$ cat src/rtl/ir_nec_transmit.sv
// NEC infrared frame transmitter: leader, 32 data bits LSB first, stop mark and gap,
// or the short repeat frame. Drives a demodulated line level and a carrier-modulated LED.
module ir_nec_transmit #(
    parameter int LEADER_MARK  = 450000,
    parameter int LEADER_SPACE = 225000,
    parameter int REPEAT_SPACE = 112500,
    parameter int BIT_MARK     = 28000,
    parameter int ZERO_SPACE   = 28000,
    parameter int ONE_SPACE    = 84500,
    parameter int GAP_LEN      = 2000000,
    parameter int CARRIER_HALF = 658
) (
    input  logic        iCLK,
    input  logic        iRST_n,
    input  logic        iSTART,
    input  logic        iREPEAT,
    input  logic [31:0] iDATA,
    output logic        oIRDA,
    output logic        oIR_LED,
    output logic        oBUSY,
    output logic        oDONE
);

    typedef enum logic [2:0] {
        ST_IDLE, ST_LEAD_MARK, ST_LEAD_SPACE, ST_BIT_MARK, ST_BIT_SPACE, ST_STOP_MARK, ST_GAP
    } state_t;

    state_t      state;
    state_t      nxt;
    logic [20:0] cnt;
    logic [20:0] len;
    logic [15:0] car_cnt;
    logic [5:0]  bit_idx;
    logic [31:0] shift;
    logic        rpt;
    logic        phase_end;
    logic        advance;

    function automatic logic is_mark(input state_t s);
        return (s == ST_LEAD_MARK) || (s == ST_BIT_MARK) || (s == ST_STOP_MARK);
    endfunction

    always_comb begin
        len = 21'd1;
        case (state)
            ST_LEAD_MARK:  len = 21'(LEADER_MARK);
            ST_LEAD_SPACE: len = rpt ? 21'(REPEAT_SPACE) : 21'(LEADER_SPACE);
            ST_BIT_MARK:   len = 21'(BIT_MARK);
            ST_BIT_SPACE:  len = shift[0] ? 21'(ONE_SPACE) : 21'(ZERO_SPACE);
            ST_STOP_MARK:  len = 21'(BIT_MARK);
            ST_GAP:        len = 21'(GAP_LEN);
            default:       len = 21'd1;
        endcase
    end

    assign phase_end = (cnt == len - 21'd1);

    always_comb begin
        nxt = ST_IDLE;
        case (state)
            ST_IDLE:       nxt = (iSTART || iREPEAT) ? ST_LEAD_MARK : ST_IDLE;
            ST_LEAD_MARK:  nxt = ST_LEAD_SPACE;
            ST_LEAD_SPACE: nxt = rpt ? ST_STOP_MARK : ST_BIT_MARK;
            ST_BIT_MARK:   nxt = ST_BIT_SPACE;
            ST_BIT_SPACE:  nxt = (bit_idx == 6'd31) ? ST_STOP_MARK : ST_BIT_MARK;
            ST_STOP_MARK:  nxt = ST_GAP;
            ST_GAP:        nxt = ST_IDLE;
            default:       nxt = ST_IDLE;
        endcase
    end

    assign advance = (state == ST_IDLE) ? (iSTART || iREPEAT) : phase_end;

    // Outputs are set on the edge that enters a state, so they track the state exactly.
    always_ff @(posedge iCLK or negedge iRST_n) begin
        if (!iRST_n) begin
            state   <= ST_IDLE;
            cnt     <= '0;
            car_cnt <= '0;
            bit_idx <= '0;
            shift   <= '0;
            rpt     <= 1'b0;
            oIRDA   <= 1'b1;
            oIR_LED <= 1'b0;
            oBUSY   <= 1'b0;
            oDONE   <= 1'b0;
        end else begin
            oDONE <= 1'b0;
            if (advance) begin
                state   <= nxt;
                cnt     <= '0;
                car_cnt <= '0;
                oIRDA   <= !is_mark(nxt);
                oIR_LED <= is_mark(nxt);
                oBUSY   <= (nxt != ST_IDLE);
                oDONE   <= (nxt == ST_IDLE);
                if (state == ST_IDLE) begin
                    if (iSTART) begin
                        shift   <= iDATA;
                        bit_idx <= '0;
                        rpt     <= 1'b0;
                    end else begin
                        rpt <= 1'b1;
                    end
                end
                if (state == ST_BIT_SPACE) begin
                    shift   <= shift >> 1;
                    bit_idx <= bit_idx + 6'd1;
                end
            end else if (state != ST_IDLE) begin
                cnt <= cnt + 21'd1;
                if (is_mark(state)) begin
                    if (car_cnt == 16'(CARRIER_HALF - 1)) begin
                        car_cnt <= '0;
                        oIR_LED <= ~oIR_LED;
                    end else begin
                        car_cnt <= car_cnt + 16'd1;
                    end
                end
            end
        end
    end

endmodule
$ cat config.mk
export PLATFORM = sky130hd
export DESIGN_NAME = ir_nec_transmit
export DESIGN_NICKNAME = d
export VERILOG_FILES = /design/src/rtl/ir_nec_transmit.sv
export SDC_FILE = /design/constraint.sdc
export NUM_CORES = 1
export LEC_CHECK = 0
export BUFFER_PORTS_ARGS = -buffer_cell sky130_fd_sc_hd__buf_4
export CAP_MARGIN = 20
export CORE_ASPECT_RATIO = 0.75
export CORE_MARGIN = 10
export CORE_UTILIZATION = 35
export CTS_CLUSTER_DIAMETER = 200
export DETAILED_ROUTE_END_ITERATION = 8
export PLACE_DENSITY_LB_ADDON = 0.1
export SYNTH_ARGS = -nofsm -noshare
export SYNTH_HDL_FRONTEND = slang
export SYNTH_SLANG_ARGS = --single-unit
$ cat constraint.sdc
create_clock -name iCLK -period 3.7 [get_ports iCLK]
set_clock_uncertainty 0.15 [all_clocks]
set_input_delay 0.74 -clock iCLK [delete_from_list [all_inputs] [get_ports iCLK]]
set_output_delay 0.74 -clock iCLK [all_outputs]
set_load 0.05 [all_outputs]
Word-level counts from Yosys, hierarchy flattened
Index checks and enable logic that the tools add are counted.
{"block": "op_classes", "n_addsub": 4, "eq_ne": 12, "n_mux": 26, "bitwise": 1, "reduce_logical": 20}
{"operator": "21-bit one-hot mux with 5 select lines", "count": 1}
{"operator": "32-bit 2-to-1 mux", "count": 3}
{"operator": "16-bit 2-to-1 mux", "count": 4}
{"operator": "21-bit 2-to-1 mux", "count": 2}
{"operator": "21-bit by 1-bit adder with 21-bit output, second input constant", "count": 1}
{"operator": "21-bit equality test", "count": 1}
{"operator": "21-bit by 1-bit subtractor with 21-bit output, second input constant", "count": 1}
{"operator": "18-bit 2-to-1 mux", "count": 1}
{"operator": "6-bit 2-to-1 mux", "count": 3}
{"operator": "3-bit one-hot mux with 6 select lines", "count": 1}
{"operator": "17-bit 2-to-1 mux", "count": 1}
{"operator": "16-bit by 1-bit adder with 16-bit output, second input constant", "count": 1}
{"operator": "16-bit by 10-bit equality test with 1-bit output, second input constant", "count": 1}
{"operator": "3-bit equality test, second input constant", "count": 4}
{"operator": "2-bit nonzero test", "count": 5}
{"operator": "3-bit by 2-bit equality test with 1-bit output, second input constant", "count": 3}
{"operator": "1-bit 2-to-1 mux", "count": 8}
{"operator": "6-bit by 1-bit adder with 6-bit output, second input constant", "count": 1}
{"operator": "3-bit by 1-bit equality test with 1-bit output, second input constant", "count": 2}
{"operator": "6-bit by 5-bit equality test with 1-bit output, second input constant", "count": 1}
{"operator": "3-bit zero test", "count": 2}
{"operator": "3-bit 2-to-1 mux", "count": 2}
{"operator": "3-bit AND reduction", "count": 2}
{"operator": "3-bit nonzero test", "count": 2}
{"operator": "other kinds (5)", "count": 10}
{"block": "word_totals", "ff_bits": 83, "inputBits": 36, "out_inout_bits": 4, "elab_cells": 73}

Longest topological paths before layout
Gate-level depths: netlist of run 1.
{"block": "logic_depth", "ltp_word": 8, "mapped_depth": 13, "ltp_nobuf": 8}

Worst setup path after synthesis of run 1
Ideal clock, no wire load.
{"block": "synth_timing", "path_type": "reg2reg", "start": "register state[1]", "end": "register shift[24]", "setup_ns": 0.123, "arrival_time_ns": 2.487, "t_required_ns": 3.427, "path_slack_ns": 0.940, "path_stages_with_launch": 12, "n_path_buf": 4, "synth_period_minus_slack_ns": 2.760, "path_cell_list": "dfrtp_1 -> buf_6 -> and2b_1 -> o31ai_1 -> mux2i_1 -> o21ai_0 -> or4_1 -> buf_2 -> nand2b_4 -> buf_6 -> buf_6 -> o221a_1"}
{"block": "synth_between", "elab_chain_len": 7, "elab_cells_between_ends": 16, "classes_between": "1 x add/sub; 7 x eq/ne; 3 x mux; 5 x reduce/logical"}
{"item": "from (decl)", "line": "28", "rtl": "state_t state;"}
{"item": "from (signal assigned)", "line": "90", "rtl": "state <= nxt;"}
{"item": "3-bit by 2-bit equality test with 1-bit output or 3-bit equality test (tied branches)", "line": "45", "rtl": "case (state)"}
{"item": "2-bit OR reduction (no line)"}
{"item": "21-bit one-hot mux with 5 select lines", "line": "45"}
{"item": "21-bit by 1-bit subtractor with 21-bit output", "line": "56", "rtl": "assign phase_end = (cnt == len - 21'd1);"}
{"item": "21-bit equality test", "line": "56"}
{"item": "1-bit 2-to-1 mux", "line": "72", "rtl": "assign advance = (state == ST_IDLE) ? (iSTART || iREPEAT) : phase_end;"}
{"item": "3-bit AND reduction (no line)"}
{"item": "to (signal assigned)", "line": "99", "rtl": "shift <= iDATA;"}
{"item": "to (signal assigned)", "line": "107", "rtl": "shift <= shift >> 1;"}
{"item": "to (decl)", "line": "34", "rtl": "logic [31:0] shift;"}
Several ways; a longest one is shown, not always the timed one.
A chain may end at the register's enable or synchronous reset.

Worst setup path after layout of run 1
{"block": "layout_timing", "start": "register state[1]", "end": "register shift[0]"}
Same word-level chain as after synthesis.

==> metrics.yaml, run 1 <==
outcome:
  outcome: "complete, no violations"
clock_network:
  clockRootBuffer: "clkbuf_16"
  cts-buffers-inserted: 9
  clk_pin_slew_ns: 0.07
  clk_latency_ns: 0.34
  ctsResizeCount: 0
  cts_tree: "built"
  ctsHtreeMaxLevel: 3
  ctsHoldBuffers: 0
  cts_setup_buffers: 0
  clock_sinks: 83
  clockBufferDepth: 2
grt:
  grt_max_degree: 84
  grt_pass1_wl_um: 20300
  antenna_found_initial: 0
  first_global_vias: 3740
  grt.total_usage_pct: 13.1
  grt_remaining_overflow: 0
synthesis:
  yosysMostFrequentCell: "dfrtp_1"
  synth.area.top_cells: "dfrtp_1, o221a_1, nand2b_1, nor2_1, nand2_1"
  yosys-top-cells-count: "dfrtp_1, nor2_1, nand2_1"
  ys_types: 59
  syn-num-nets: 547
  ys_seq_area_share_pct: 43.8
  yosys.area.top_type: "dfrtp_1"
  syn_area_per_cell_um2: 9.36
  synth_area_mm2: 0.00474
  ys.flop_type: "dfrtp_1"
  yosysTopAreaCellShare_pct: 43.3
  synth-edff-count: 0
  ys_async_sr_fraction_pct: 100
  synthCells: 507
  synth-seq-cells: 83
  yosysWarnings: 0
critical_path:
  slowest_delay_ns: 0.75
  cp-start-kind: "flip-flop"
  r2r_slack_ns: 0.36
  required_ns: 3.78
  critPathCaptureType: "flip-flop"
  slowest_stage: "or4_1"
  critPathKind: "flip-flop to flip-flop"
  critPathArrivalTime_ns: 3.41
  reg2reg_from: "state[1]$_DFFE_PN0N_"
  r2r_cells: 7
  cp_max_fo: 34
  r2r_end: "shift[0]$_DFFE_PN0P_"
  cp_cell_sequence: "and2b_1 -> o31ai_1 -> mux2i_1 -> o21ai_0 -> or4_1 -> nand2b_4 -> o221a_2"
sta:
  fmax_mhz: 300
  final_max_slew_viol_count: 0
  worst_slack_ns: 0.363
  rsz0062_at_grt: "no"
  fin_tns_setup_ns: 0
  maxSlewHeadroom_pct: 59.1
  setup_viol: 0
  period_needed_ns: 3.34
  fin_crit_sh_pct: 90.2
  finalHoldViolCount: 0
  timing_worst_slew_pin_value_ns: 0.609
floorplan:
  core_area_mm2: 0.0131
  die_area_mm2: 0.0187
  start_util_pct: 36.2
  dieWidth_um: 154
  fp-row-count: 36
  ioPinCount: 40
  die_h_um: 121
detailed_routing:
  drt_iter0_drc: 281
  avgViaCountPerCell: 5.30
  drc_errors: 0
  antenna_left: 0
  drt_wl_total_um: 11900
  route.detailed.wl_per_inst_um: 16.7
  firstDrtPassIters: 4
  vias: 3768
worst_hold_path:
  hp-class: "primary input to asynchronous set/reset pin"
pwr:
  leakage_nw: 2.20
  p_total_mw: 3.07
  ir_worst_vdd_mv: 0.328
  p_per_area_mw_per_mm2: 562
placement:
  hpwl_um: 8260
  portBuffers: 39
  dp_worst_setup_slack_ns: 0.370
  gp_congestion: 0.859
final_layout:
  final_nets: 575
  drive_above_1_share_pct: 15.0
  syn2layout_area_growth_pct: 14.9
  diodes: 0
  fillerInstances: 1317
job:
  maxCapViolations: 0
-- cell usage in the layout (no fill, tap or decap), types with 8 or more instances in the layout --
master,instances
o221a_1,28
and2_1,8
nand3_1,17
nand2b_1,40
o21ai_0,27
a21oi_1,26
nor3_1,10
xnor2_1,11
nand4_1,8
nand2_1,46
dfrtp_1,82
buf_4,47
clkbuf_16,9
xor2_1,16
nor2b_1,8
nor2_1,56
-- per-layer routing --
metal | wire [um] | track usage (%) | vias to the layer above
met4 | 120 | 3.83 | 0
li1 | - | - | 1874
met2 | 4930 | 17.7 | 77
met5 | 0 | 0 | -
met3 | 449 | 2.98 | 9
met1 | 6370 | 19.8 | 1808
-- logic make-up (layout without fill, tap and decap cells) --
family / Yosys count / after routing / synth area share [%]
AOI/OAI and AO/OA: 115 / 115 / 18.3
DFF: 83 / 83 / 43.8
xor gates and xnor gates: 27 / 27 / 4.99
and+or+nand+nor: 231 / 231 / 25.4
adders and majority gates: 4 / 4 / 1.06
muxes: 7 / 7 / 1.48
buffers and inverters: 40 / 73 / 4.96
-- registers in the layout, indices dropped and copies added, names as in the netlist --
| register | count |
|---|---|
| oBUSY | 1 |
| shift | 32 |
| cnt | 21 |
| car_cnt | 16 |
| oIRDA | 1 |
| rpt | 1 |
| oDONE | 1 |
| state | 3 |
| bit_idx | 6 |
| oIR_LED | 1 |
-- layout make-up --
| cell class | count | area [um^2] | area share, % |
|---|---|---|---|
| Sequential cell | 83 | 2080 | 38.1 |
| Clock buffer | 9 | 225 | 4.13 |
| Inverter | 7 | 26.3 | 0.482 |
| Clock inverter | 7 | 56.3 | 1.03 |
| Tap cell | 171 | 214 | 3.93 |
| Multi-Input combinational cell | 384 | 2430 | 44.6 |
| Timing Repair Buffer | 50 | 420 | 7.71 |
-- power breakdown --
| part | switching [mW] | total, mW | internal, mW |
|---|---|---|---|
| registers | 0.230 | 1.37 | 1.14 |
| clock network | 0.397 | 0.862 | 0.466 |
| logic | 0.417 | 0.831 | 0.414 |
| total | 1.04 | 3.07 | 2.02 |
-- critical path: cells and delay by family (launching register included) --
| family | cells | cell delay (ns) |
|---|---|---|
| flops | 1 | 0.59 |
| compound gates | 3 | 0.76 |
| simple gates | 3 | 1.45 |
| mux | 1 | 0.26 |
-- worst max-delay path by stage --
| stage | cells after the start | end | from |
|---|---|---|---|
| after floorplan | 11 | shift[24]$_DFFE_PN0P_ | state[1]$_DFFE_PN0N_ |
| after global placement | 7 | shift[0]$_DFFE_PN0P_ | state[1]$_DFFE_PN0N_ |
| after detailed placement | 7 | shift[2]$_DFFE_PN0P_ | state[1]$_DFFE_PN0N_ |
| after CTS | 7 | shift[2]$_DFFE_PN0P_ | state[1]$_DFFE_PN0N_ |
| after global routing | 8 | shift[0]$_DFFE_PN0P_ | state[1]$_DFFE_PN0N_ |
| final | 7 | shift[0]$_DFFE_PN0P_ | state[1]$_DFFE_PN0N_ |
-- through the flow --
stage / instances / hold slack [ns] / cell area [um^2] / utilization, %
2_1_floorplan: 507 / 0.294 / 4740 / -
6_report: 711 / 0.220 / 5450 / 41.6
3_5_place_dp: 694 / 0.372 / 5140 / 39.2
5_1_grt: 711 / 0.259 / 5450 / 41.6
4_1_cts: 710 / 0.389 / 5420 / 41.4
3_3_place_gp: 694 / 0.372 / 5140 / 39.2
(Power assumes the default switching activity.)
==> inputs of run 2 (changes only) <==
==> constraint.sdc (replaced) <==
create_clock -name iCLK -period 2.8 [get_ports iCLK]
set_clock_uncertainty 0.15 [all_clocks]
set_input_delay 0.56 -clock iCLK [delete_from_list [all_inputs] [get_ports iCLK]]
set_output_delay 0.56 -clock iCLK [all_outputs]
set_load 0.05 [all_outputs]
==> metrics.yaml, run 2 (synthesized netlist as in run 1, its figures left out) <==
outcome:
  outcome: "complete, but fails checks"  # was complete, no violations
  violations: "negative setup slack"
final_layout:
  drive_above_1_share_pct: 26.3  # was 15.0%
  reg.largest.list: "shift (32), cnt (21), car_cnt (16)"  # unchanged
  fillerInstances: 1296  # was 1317
  stdcell_area_mm2: 0.00612  # was 0.00545 mm^2
  final_nets: 639  # was 575
  largest_register_ffs: 32  # unchanged
  mostFrequentLayoutCells: "buf_4, dfrtp_1, nor2_1"  # was dfrtp_1, nor2_1, buf_4
  diodes: 0  # unchanged
  syn2layout_area_growth_pct: 29.1  # was 14.9%
  top_register: "shift"  # unchanged
  final_common_cell: "buf_4"  # was dfrtp_1
sta:
  final_max_slew_viol_count: 0  # unchanged
  worst_slack_ns: -0.110  # was 0.363 ns
  fin_tns_setup_ns: -3.05  # was 0 ns
  period_needed_ns: 2.91  # was 3.34 ns
  finalHoldViolCount: 0  # unchanged
  hold_ws_ns: 0.152  # was 0.220 ns
  maxSlewHeadroom_pct: 40.9  # was 59.1%
  timing_worst_slew_pin_value_ns: 0.877  # was 0.609 ns
  rsz0062_at_grt: "yes"  # was no
  fin_crit_sh_pct: 104  # was 90.2%
  setup_viol: 36  # was 0
  fmax_mhz: 344  # was 300 MHz
critical_path:
  slowest_delay_ns: 0.56  # was 0.75 ns
  critPathArrivalTime_ns: 3.05  # was 3.41 ns
  slowest_stage: "or4b_4"  # was or4_1
  required_ns: 2.94  # was 3.78 ns
  r2r_cells: 9  # was 7
  path_buf_inv: 3  # was 0
  critPathCaptureType: "flip-flop"  # unchanged
  cp_max_fo: 9  # was 34
  cp-start-kind: "flip-flop"  # unchanged
  crit_top_cell: "buf_6"
  crit_family: "simple AND/OR/NAND/NOR gates"  # unchanged
  cp.depth: 9  # was 7
  startpoint: "state[0]$_DFFE_PN0N_"  # was state[1]$_DFFE_PN0N_
  r2r_end: "shift[28]$_DFFE_PN0P_"  # was shift[0]$_DFFE_PN0P_
  cp_cell_sequence: "buf_6 -> or4b_4 -> nand3_4 -> o2111ai_1 -> or4_4 -> buf_6 -> o21ai_4 -> buf_6 -> o221a_1"  # was and2b_1 -> o31ai_1 -> mux2i_1 -> o21ai_0 -> or4_1 -> nand2b_4 -> o221a_2
  reg2reg_from: "state[0]$_DFFE_PN0N_"  # was state[1]$_DFFE_PN0N_
  crit_end: "shift[28]$_DFFE_PN0P_"  # was shift[0]$_DFFE_PN0P_
  r2r_slack_ns: -0.11  # was 0.36 ns
  critPathKind: "flip-flop to flip-flop"  # unchanged
floorplan:
  die_h_um: 121  # unchanged
  core_area_mm2: 0.0131  # unchanged
  fp-row-count: 36  # unchanged
  dieWidth_um: 154  # unchanged
  ioPinCount: 40  # unchanged
  die_area_mm2: 0.0187  # unchanged
  start_util_pct: 36.2  # unchanged
placement:
  dpl_cell_area_mm2: 0.00555  # was 0.00514 mm^2
  gp_congestion: 0.870  # was 0.859
  dp_worst_setup_slack_ns: -0.155  # was 0.370 ns
  hpwl_um: 9340  # was 8260 um
  portBuffers: 39  # unchanged
pwr:
  combPwrFrac_pct: 33.4  # was 27.1%
  pwr-share-seq_pct: 40.4  # was 44.8%
  p_per_area_mw_per_mm2: 720  # was 562 mW/mm^2
  leakage_nw: 2.57  # was 2.20 nW
  ir_worst_vdd_mv: 0.374  # was 0.328 mV
  swShare_pct: 32.8  # was 34.0%
  switching_power_mw: 1.45  # was 1.04 mW
  clkPwrFrac_pct: 26.2  # was 28.1%
  p_int_mw: 2.96  # was 2.02 mW
  p_total_mw: 4.41  # was 3.07 mW
clock_network:
  clock_sinks: 83  # unchanged
  clockRootBuffer: "clkbuf_16"  # unchanged
  cts_tree: "built"  # unchanged
  clockBufferDepth: 2  # unchanged
  clk_latency_ns: 0.35  # was 0.34 ns
  clk_pin_slew_ns: 0.06  # was 0.07 ns
  ctsHtreeMaxLevel: 3  # unchanged
  cts-buffers-inserted: 9  # unchanged
detailed_routing:
  drt_iter0_drc: 282  # was 281
  vias: 4162  # was 3768
  antenna_left: 0  # unchanged
  firstDrtPassIters: 4  # unchanged
  avgViaCountPerCell: 5.37  # was 5.30
  drc_errors: 0  # unchanged
  route.detailed.wl_per_inst_um: 17.8  # was 16.7 um
  drt_wl_total_um: 13800  # was 11900 um
grt:
  grt_remaining_overflow: 0  # unchanged
  first_global_vias: 4156  # was 3740
  grt.total_usage_pct: 14.9  # was 13.1%
  grt_pass1_wl_um: 22500  # was 20300 um
  grt_max_degree: 64  # was 84
  antenna_found_initial: 0  # unchanged
job:
  maxCapViolations: 0  # unchanged
worst_hold_path:
  hp-class: "primary input to asynchronous set/reset pin"  # unchanged
[run 2: changes by cell type in the layout (fill, tap and decap cells not counted), sizes merged]
cell    previous run  this run
buf               50       112
clkbuf             9        15
inv               12         7
clkinv             1         2
[run 2: routing by layer]
layer	global-route usage, %	part of all wire (%)	vias to the layer above
met1	21.0	51	2026
met5	0	0	-
li1	-	-	2017
met4	5.83	1.9	0
met3	3.86	5.5	24
met2	21.2	42	95
[run 2: final cells by class]
type	count	area [um^2]	area share [%]
Timing Repair Buffer	114	980	16.0
Clock inverter	3	21.3	0.347
Inverter	7	28.8	0.470
Tap cell	171	214	3.49
Sequential cell	83	2080	34.0
Multi-Input combinational cell	384	2530	41.3
Clock buffer	13	270	4.41
[run 2: timing repair]
item / CTS / global route
pin swaps: 8 / 19
hold buffers: 0 / 0
gates resized for setup: 17 / 17
gates cloned: 3 / 2
buffers inserted: 3 / 9
setup endpoints to repair: 74 / 76
hold endpoints to repair: 0 / 0
[run 2: worst min path at each step]
stage                      start                     end  cells past startpoint
2_1_floorplan             iRST_n  bit_idx[0]$_DFFE_PN0P_                      0
3_3_place_gp   oBUSY$_DFFE_PN0N_       oBUSY$_DFFE_PN0N_                      2
3_5_place_dp   oBUSY$_DFFE_PN0N_       oBUSY$_DFFE_PN0N_                      2
4_1_cts                   iRST_n     cnt[10]$_DFFE_PN0P_                      1
5_1_grt                   iRST_n     cnt[10]$_DFFE_PN0P_                      1
6_report                  iRST_n     cnt[10]$_DFFE_PN0P_                      1
[run 2: power groups by stage]
stage	registers (mW)	logic, mW	clock network [mW]
floorplan	1.71	0.864	0
global placement	1.77	1.31	0
detailed placement	1.78	1.34	0
CTS	1.77	1.45	1.20
global route	1.82	1.63	1.25
finish	1.78	1.47	1.15
[run 2: metrics by stage]
stage / instances / utilization, %
floorplan: 507 / -
global placement: 745 / 42.3
detailed placement: 745 / 42.3
CTS: 767 / 45.8
global route: 775 / 46.7
finish: 775 / 46.7
